$ cat src/rtl/hazard_scoreboard_if.sv
// Bundle between the ID stage and the hazard scoreboard: decoded operand info
// in, stall/forwarding decisions out.
interface hazard_scoreboard_if #(
  parameter int REG_ADDR_W = 4,
  parameter int FWD_DEPTH  = 2,
  parameter int STAT_W     = 16
);
  localparam int SEL_W = $clog2(FWD_DEPTH + 1);

  // Handshake: id_valid offers the instruction in ID and stall is the inverse
  // of ready. The instruction issues on a cycle with id_valid=1 and stall=0;
  // otherwise ID must present it again.
  logic                  id_valid;
  logic [REG_ADDR_W-1:0] id_src1;
  logic [REG_ADDR_W-1:0] id_src2;
  logic                  id_use1;
  logic                  id_use2;
  logic                  id_writes;
  logic [REG_ADDR_W-1:0] id_dest;
  logic                  id_is_load;
  logic                  ex_flush;
  logic                  stall;
  logic                  if_id_hold;
  logic                  id_ex_bubble;
  logic [SEL_W-1:0]      fwd_sel1;
  logic [SEL_W-1:0]      fwd_sel2;
  logic [STAT_W-1:0]     stall_count;

  modport master (
    output id_valid, id_src1, id_src2, id_use1, id_use2, id_writes, id_dest,
           id_is_load, ex_flush,
    input  stall, if_id_hold, id_ex_bubble, fwd_sel1, fwd_sel2, stall_count
  );

  modport slave (
    input  id_valid, id_src1, id_src2, id_use1, id_use2, id_writes, id_dest,
           id_is_load, ex_flush,
    output stall, if_id_hold, id_ex_bubble, fwd_sel1, fwd_sel2, stall_count
  );
endinterface

$ cat src/rtl/hazard_scoreboard.sv
// Pipeline hazard unit: per-register bubble countdown for stalls plus a shift
// register of in-flight destination tags for operand forwarding selects.
module hazard_scoreboard #(
  parameter int REG_ADDR_W   = 4,
  parameter int ALU_BUBBLES  = 0,
  parameter int LOAD_BUBBLES = 1,
  parameter int FWD_DEPTH    = 2,
  parameter int ZERO_REG     = 1,
  parameter int STAT_W       = 16
) (
  input logic              clock,
  input logic              reset,
  hazard_scoreboard_if.slave bus
);
  localparam int NREGS = 2 ** REG_ADDR_W;
  localparam int SEL_W = $clog2(FWD_DEPTH + 1);

  typedef logic [REG_ADDR_W-1:0] reg_t;

  logic [2:0]        cnt [NREGS];
  logic [FWD_DEPTH:1] tag_v;
  reg_t              tag_d [1:FWD_DEPTH];
  logic [STAT_W-1:0] stat_q;

  logic             dep1, dep2, stall, issue, wr_en, flush_clr;
  logic [SEL_W-1:0] sel1, sel2;

  function automatic logic is_zero(input reg_t r);
    return (ZERO_REG != 0) && (r == '0);
  endfunction

  always_comb begin
    dep1      = bus.id_use1 && !is_zero(bus.id_src1) && (cnt[bus.id_src1] != 3'd0);
    dep2      = bus.id_use2 && !is_zero(bus.id_src2) && (cnt[bus.id_src2] != 3'd0);
    stall     = bus.id_valid && (dep1 || dep2);
    issue     = bus.id_valid && !stall;
    wr_en     = issue && bus.id_writes && !is_zero(bus.id_dest);
    flush_clr = bus.ex_flush && tag_v[1];
  end

  // Scan oldest to youngest so the youngest matching stage wins.
  always_comb begin
    sel1 = '0;
    sel2 = '0;
    for (int k = FWD_DEPTH; k >= 1; k--) begin
      if (tag_v[k] && (tag_d[k] == bus.id_src1)) sel1 = SEL_W'(k);
      if (tag_v[k] && (tag_d[k] == bus.id_src2)) sel2 = SEL_W'(k);
    end
    if (!bus.id_use1 || is_zero(bus.id_src1)) sel1 = '0;
    if (!bus.id_use2 || is_zero(bus.id_src2)) sel2 = '0;
  end

  // A new writer's load beats a flush clear, which beats the decrement.
  always_ff @(posedge clock) begin
    for (int r = 0; r < NREGS; r++) begin
      if (reset) begin
        cnt[r] <= 3'd0;
      end else if (wr_en && (bus.id_dest == reg_t'(r))) begin
        cnt[r] <= bus.id_is_load ? 3'(LOAD_BUBBLES) : 3'(ALU_BUBBLES);
      end else if (flush_clr && (tag_d[1] == reg_t'(r))) begin
        cnt[r] <= 3'd0;
      end else if (cnt[r] != 3'd0) begin
        cnt[r] <= cnt[r] - 3'd1;
      end
    end
  end

  always_ff @(posedge clock) begin
    if (reset) begin
      tag_v <= '0;
      for (int k = 1; k <= FWD_DEPTH; k++) tag_d[k] <= '0;
    end else begin
      tag_v[1] <= issue && bus.id_writes;
      tag_d[1] <= bus.id_dest;
      for (int k = 2; k <= FWD_DEPTH; k++) begin
        tag_v[k] <= tag_v[k-1] && !((k == 2) && bus.ex_flush);
        tag_d[k] <= tag_d[k-1];
      end
    end
  end

  always_ff @(posedge clock) begin
    if (reset) begin
      stat_q <= '0;
    end else if (stall && (stat_q != '1)) begin
      stat_q <= stat_q + 1'b1;
    end
  end

  assign bus.stall        = stall;
  assign bus.if_id_hold   = stall;
  assign bus.id_ex_bubble = stall;
  assign bus.fwd_sel1     = sel1;
  assign bus.fwd_sel2     = sel2;
  assign bus.stall_count  = stat_q;
endmodule

$ cat src/flat_wrapper.sv
// flat-port wrapper written by rule: the top's interface ports become plain ports
module hazard_scoreboard_flat 
#(
  parameter int REG_ADDR_W   = 4,
  parameter int ALU_BUBBLES  = 0,
  parameter int LOAD_BUBBLES = 1,
  parameter int FWD_DEPTH    = 2,
  parameter int ZERO_REG     = 1,
  parameter int STAT_W       = 16
)
  (clock, reset, bus_id_valid, bus_id_src1, bus_id_src2, bus_id_use1, bus_id_use2, bus_id_writes, bus_id_dest, bus_id_is_load, bus_ex_flush, bus_stall, bus_if_id_hold, bus_id_ex_bubble, bus_fwd_sel1, bus_fwd_sel2, bus_stall_count);
  hazard_scoreboard_if #(.REG_ADDR_W(REG_ADDR_W), .FWD_DEPTH(FWD_DEPTH), .STAT_W(STAT_W)) bus_i ();
  input logic clock;
  input logic reset;
  input wire logic [$bits(bus_i.id_valid)-1:0] bus_id_valid;
  input wire logic [$bits(bus_i.id_src1)-1:0] bus_id_src1;
  input wire logic [$bits(bus_i.id_src2)-1:0] bus_id_src2;
  input wire logic [$bits(bus_i.id_use1)-1:0] bus_id_use1;
  input wire logic [$bits(bus_i.id_use2)-1:0] bus_id_use2;
  input wire logic [$bits(bus_i.id_writes)-1:0] bus_id_writes;
  input wire logic [$bits(bus_i.id_dest)-1:0] bus_id_dest;
  input wire logic [$bits(bus_i.id_is_load)-1:0] bus_id_is_load;
  input wire logic [$bits(bus_i.ex_flush)-1:0] bus_ex_flush;
  output wire logic [$bits(bus_i.stall)-1:0] bus_stall;
  output wire logic [$bits(bus_i.if_id_hold)-1:0] bus_if_id_hold;
  output wire logic [$bits(bus_i.id_ex_bubble)-1:0] bus_id_ex_bubble;
  output wire logic [$bits(bus_i.fwd_sel1)-1:0] bus_fwd_sel1;
  output wire logic [$bits(bus_i.fwd_sel2)-1:0] bus_fwd_sel2;
  output wire logic [$bits(bus_i.stall_count)-1:0] bus_stall_count;
  assign bus_i.id_valid = bus_id_valid;
  assign bus_i.id_src1 = bus_id_src1;
  assign bus_i.id_src2 = bus_id_src2;
  assign bus_i.id_use1 = bus_id_use1;
  assign bus_i.id_use2 = bus_id_use2;
  assign bus_i.id_writes = bus_id_writes;
  assign bus_i.id_dest = bus_id_dest;
  assign bus_i.id_is_load = bus_id_is_load;
  assign bus_i.ex_flush = bus_ex_flush;
  assign bus_stall = bus_i.stall;
  assign bus_if_id_hold = bus_i.if_id_hold;
  assign bus_id_ex_bubble = bus_i.id_ex_bubble;
  assign bus_fwd_sel1 = bus_i.fwd_sel1;
  assign bus_fwd_sel2 = bus_i.fwd_sel2;
  assign bus_stall_count = bus_i.stall_count;
  hazard_scoreboard #(.REG_ADDR_W(REG_ADDR_W), .ALU_BUBBLES(ALU_BUBBLES), .LOAD_BUBBLES(LOAD_BUBBLES), .FWD_DEPTH(FWD_DEPTH), .ZERO_REG(ZERO_REG), .STAT_W(STAT_W)) u_core (.clock(clock), .reset(reset), .bus(bus_i));
endmodule
$ cat config.mk
export PLATFORM = sky130hd
export DESIGN_NAME = hazard_scoreboard_flat
export DESIGN_NICKNAME = d
export VERILOG_FILES = /design/src/rtl/hazard_scoreboard_if.sv /design/src/rtl/hazard_scoreboard.sv /design/src/flat_wrapper.sv
export SDC_FILE = /design/constraint.sdc
export NUM_CORES = 1
export LEC_CHECK = 0
export BUFFER_PORTS_ARGS = -buffer_cell sky130_fd_sc_hd__buf_2
export CORE_AREA = 2 2 104 106
export CTS_CLUSTER_DIAMETER = 50
export DETAILED_ROUTE_END_ITERATION = 12
export DIE_AREA = 0 0 106 108
export GPL_ROUTABILITY_DRIVEN = 1
export PLACE_DENSITY = 0.79
export SYNTH_ARGS = -nofsm -noshare
export SYNTH_HDL_FRONTEND = slang
export SYNTH_SLANG_ARGS = --single-unit
$ cat constraint.sdc
create_clock -name clock -period 3.4 [get_ports clock]
set_input_delay 0.34 -clock clock [delete_from_list [all_inputs] [get_ports clock]]
set_output_delay 0.34 -clock clock [all_outputs]
set_load 0.03 [all_outputs]
==> flow_summary.json <==
{
  "run_status": "complete, no violations",
  "crit_slowest_cell": "sky130_fd_sc_hd__mux4_2",
  "postSynth.asyncResetShare_pct": 0,
  "die_w_um": 106,
  "grt_util_met3_pct": 6.69,
  "met2_track_demand_over_resource_pct": 36.0,
  "final_design_area_no_fill_um2": 5680,
  "ys_dominant_reg_cell": "sky130_fd_sc_hd__edfxtp_1",
  "port_buffer_cells": 42,
  "yosysMostFrequentCell": "sky130_fd_sc_hd__inv_1",
  "crit_required_ns": 3.46,
  "maxCapViolCount": 0,
  "timing.critical_path.cells": "mux4_2 > mux4_2 > o31ai_4 > nand4_2 > buf_4 > or3_1 > nand3_1",
  "fp.dieArea_um2": 11400,
  "ys_top_cells_by_count": "sky130_fd_sc_hd__inv_1, sky130_fd_sc_hd__edfxtp_1, sky130_fd_sc_hd__nor2_1, sky130_fd_sc_hd__ha_1, sky130_fd_sc_hd__dfxtp_1",
  "busiest_layer": "met2",
  "finish.utilization_pct": 55.6,
  "diodes": 0,
  "yosysWarningCount": 0,
  "ctsRootBufferMaster": "sky130_fd_sc_hd__clkbuf_8",
  "drcViolationCount": 0,
  "worst_path_largest_cell_delay_ns": 0.51,
  "final_hold_viol_count": 0,
  "final_max_slew_viol_count": 0,
  "fillCellCount": 868,
  "num_vias": 4056,
  "post-dp-hpwl_mm": 9.28,
  "finalClockSkew_ns": 0.0145,
  "syn_nets": 555,
  "placement.cell_area_um2": 5460,
  "max_freq_mhz": 325,
  "areaGrowthSynthToFinish_pct": 10.6,
  "synth_area_um2": 5140,
  "worstSetupEndpointType": "flop",
  "power.leakage_nw": 2.31,
  "rsz_0062_raised_after_global_routing": "false",
  "cp_num_buf_inv": 1,
  "avgRoutedWirePerCell_um": 18.0,
  "totalNegativeSetupSlack_ns": 0,
  "netlist-cell-type-count": 46,
  "grt_util_all_layers_pct": 22.5,
  "synth_enable_flop_cells": 48,
  "critical_path_start_end_classification": "reg -> reg",
  "synth_largest_area_cell": "sky130_fd_sc_hd__edfxtp_1",
  "worstPathMaxFanout": 23,
  "clkSlewWorstSetupHoldPaths_ns": 0.09,
  "timing.hold.worst.start": "bus_ex_flush",
  "postCtsSetupRepairBufs": 0,
  "grt_max_degree": 52,
  "final_worst_path_cycle_share_pct": 90.5,
  "cts_buffer_depth": 2,
  "chipHeight_um": 108,
  "cts_hold_repair.buffers": 0,
  "timing.final.setup_violations": 0,
  "worst-slew-pin-transition_ns": 0.804,
  "start_util_pct": 50.2,
  "cts-resized-gates": 0,
  "groute.layer.met1.usage_pct": 28.5,
  "worst_ep_arrival_time_ns": 3.13,
  "timing.critical_path.from_type": "flop",
  "routed_wirelength_mm": 12.2,
  "synthesis.instances": 502,
  "cts_num_sinks": 74,
  "placeableCoreArea_um2": 10200,
  "postSynthAreaPerCell_um2": 10.2,
  "post_synth_main_area_contributors": "sky130_fd_sc_hd__edfxtp_1, sky130_fd_sc_hd__mux4_2, sky130_fd_sc_hd__dfxtp_1",
  "regToRegStartpoint": "u_core.cnt[3][1]",
  "p_per_area_nw_per_um2": 667,
  "globalplace.congestion": 0.871,
  "clock_latency_ns": 0.36,
  "synth.top_cell.area_share_pct": 28.0,
  "final_period_minus_worst_setup_slack_ns": 3.08,
  "first_pass_iters": 5,
  "worst_path_top_cell_family_by_delay": "multiplexers",
  "antenna_found_initial": 0,
  "ioPinCount": 43,
  "std_cell_rows": 37,
  "drt-initial-drc-count": 421,
  "ir_drop_uv": 268,
  "tritoncts.num_buffers": 9,
  "slew-limit-headroom_pct": 46.0,
  "worst_setup_path_startpoint": "u_core.cnt[3][1]",
  "wire_length_of_the_first_global_routing_pass_mm": 19.9,
  "grt_pass1_vias": 3948,
  "grt_overflow": 0,
  "postRouteAntennaNets": 0,
  "fin_nets": 589,
  "register_bit_count_reported_by_yosys": 74,
  "cts_tree": "done",
  "synth_seq_area_share_pct": 38.2,
  "htreeDepth": 3,
  "hold_path_class": "in -> reg",
  "vias_per_cell": 5.99,
  "path_common_cell": "sky130_fd_sc_hd__mux4_2",
  "final_layout_size_suffix_gt1_share_pct": 20.3
}
where the power goes:
part / total, mW / internal, mW / switching, mW
logic: 1.45 / 0.682 / 0.765
registers: 1.60 / 1.35 / 0.254
clock network: 0.746 / 0.384 / 0.361
routing by layer:
metal / up-vias / routed length (um)
li1: 1871 / -
met1: 1923 / 4850
met2: 229 / 5720
met3: 33 / 1260
met4: 0 / 341
met5: - / 0
cell usage in the layout (no fill, tap or decap), drive strengths merged, types with 12 or more instances in the layout:
| master | count |
|---|---|
| inv | 62 |
| nand2b | 21 |
| nor3 | 24 |
| dfxtp | 26 |
| nor2 | 38 |
| mux4 | 25 |
| ha | 33 |
| xor2 | 12 |
| nand3 | 22 |
| mux2i | 16 |
| clkbuf | 12 |
| nor2b | 25 |
| edfxtp | 48 |
| buf | 52 |
registers in the layout (all words and copies together) (netlist names):
name                    count
u_core.cnt                 48
u_core.tag_d                8
u_core.bus.stall_count     16
u_core.tag_v                2
area by class of cell:
type                            instances  area [um2]  share of cell area (%)
Sequential cell                        74        1960                    34.5
Timing Repair Buffer                   52         285                    5.02
Clock buffer                           12         188                    3.30
Tap cell                              136         170                    2.99
Inverter                               60         225                    3.96
Multi-Input combinational cell        339        2820                    49.5
Clock inverter                          4        37.5                   0.660
cells by family (layout without fill, tap and decap cells):
family | after synthesis | count (layout) | synth area share [%]
buf+inv | 89 | 128 | 7.01
xor+xnor | 20 | 20 | 3.41
compound gates | 46 | 46 | 6.70
mux | 50 | 50 | 16.0
fa+ha+maj | 33 | 33 | 8.04
simple gates | 190 | 190 | 20.6
flops | 74 | 74 | 38.2
worst paths after layout:
path                      end  slack (ns)  cells after the start
max          u_core.cnt[6][1]        0.32                      7
min reg2reg   u_core.tag_v[2]        0.54                      1
max reg2reg  u_core.cnt[6][1]        0.32                      7
min           u_core.tag_v[2]        0.18                      2
per-stage QoR:
step           total power [mW]  instances  worst slack, ns  hold WS, ns
2_1_floorplan              2.62        502            0.235        0.416
3_3_place_gp               2.93        661            0.246        0.523
3_5_place_dp               3.04        661            0.127        0.524
4_1_cts                    3.79        677            0.352        0.177
5_1_grt                    4.08        677            0.230        0.194
6_report                   3.79        677            0.325        0.180
Note: power is estimated with default switching activity, not from simulation.
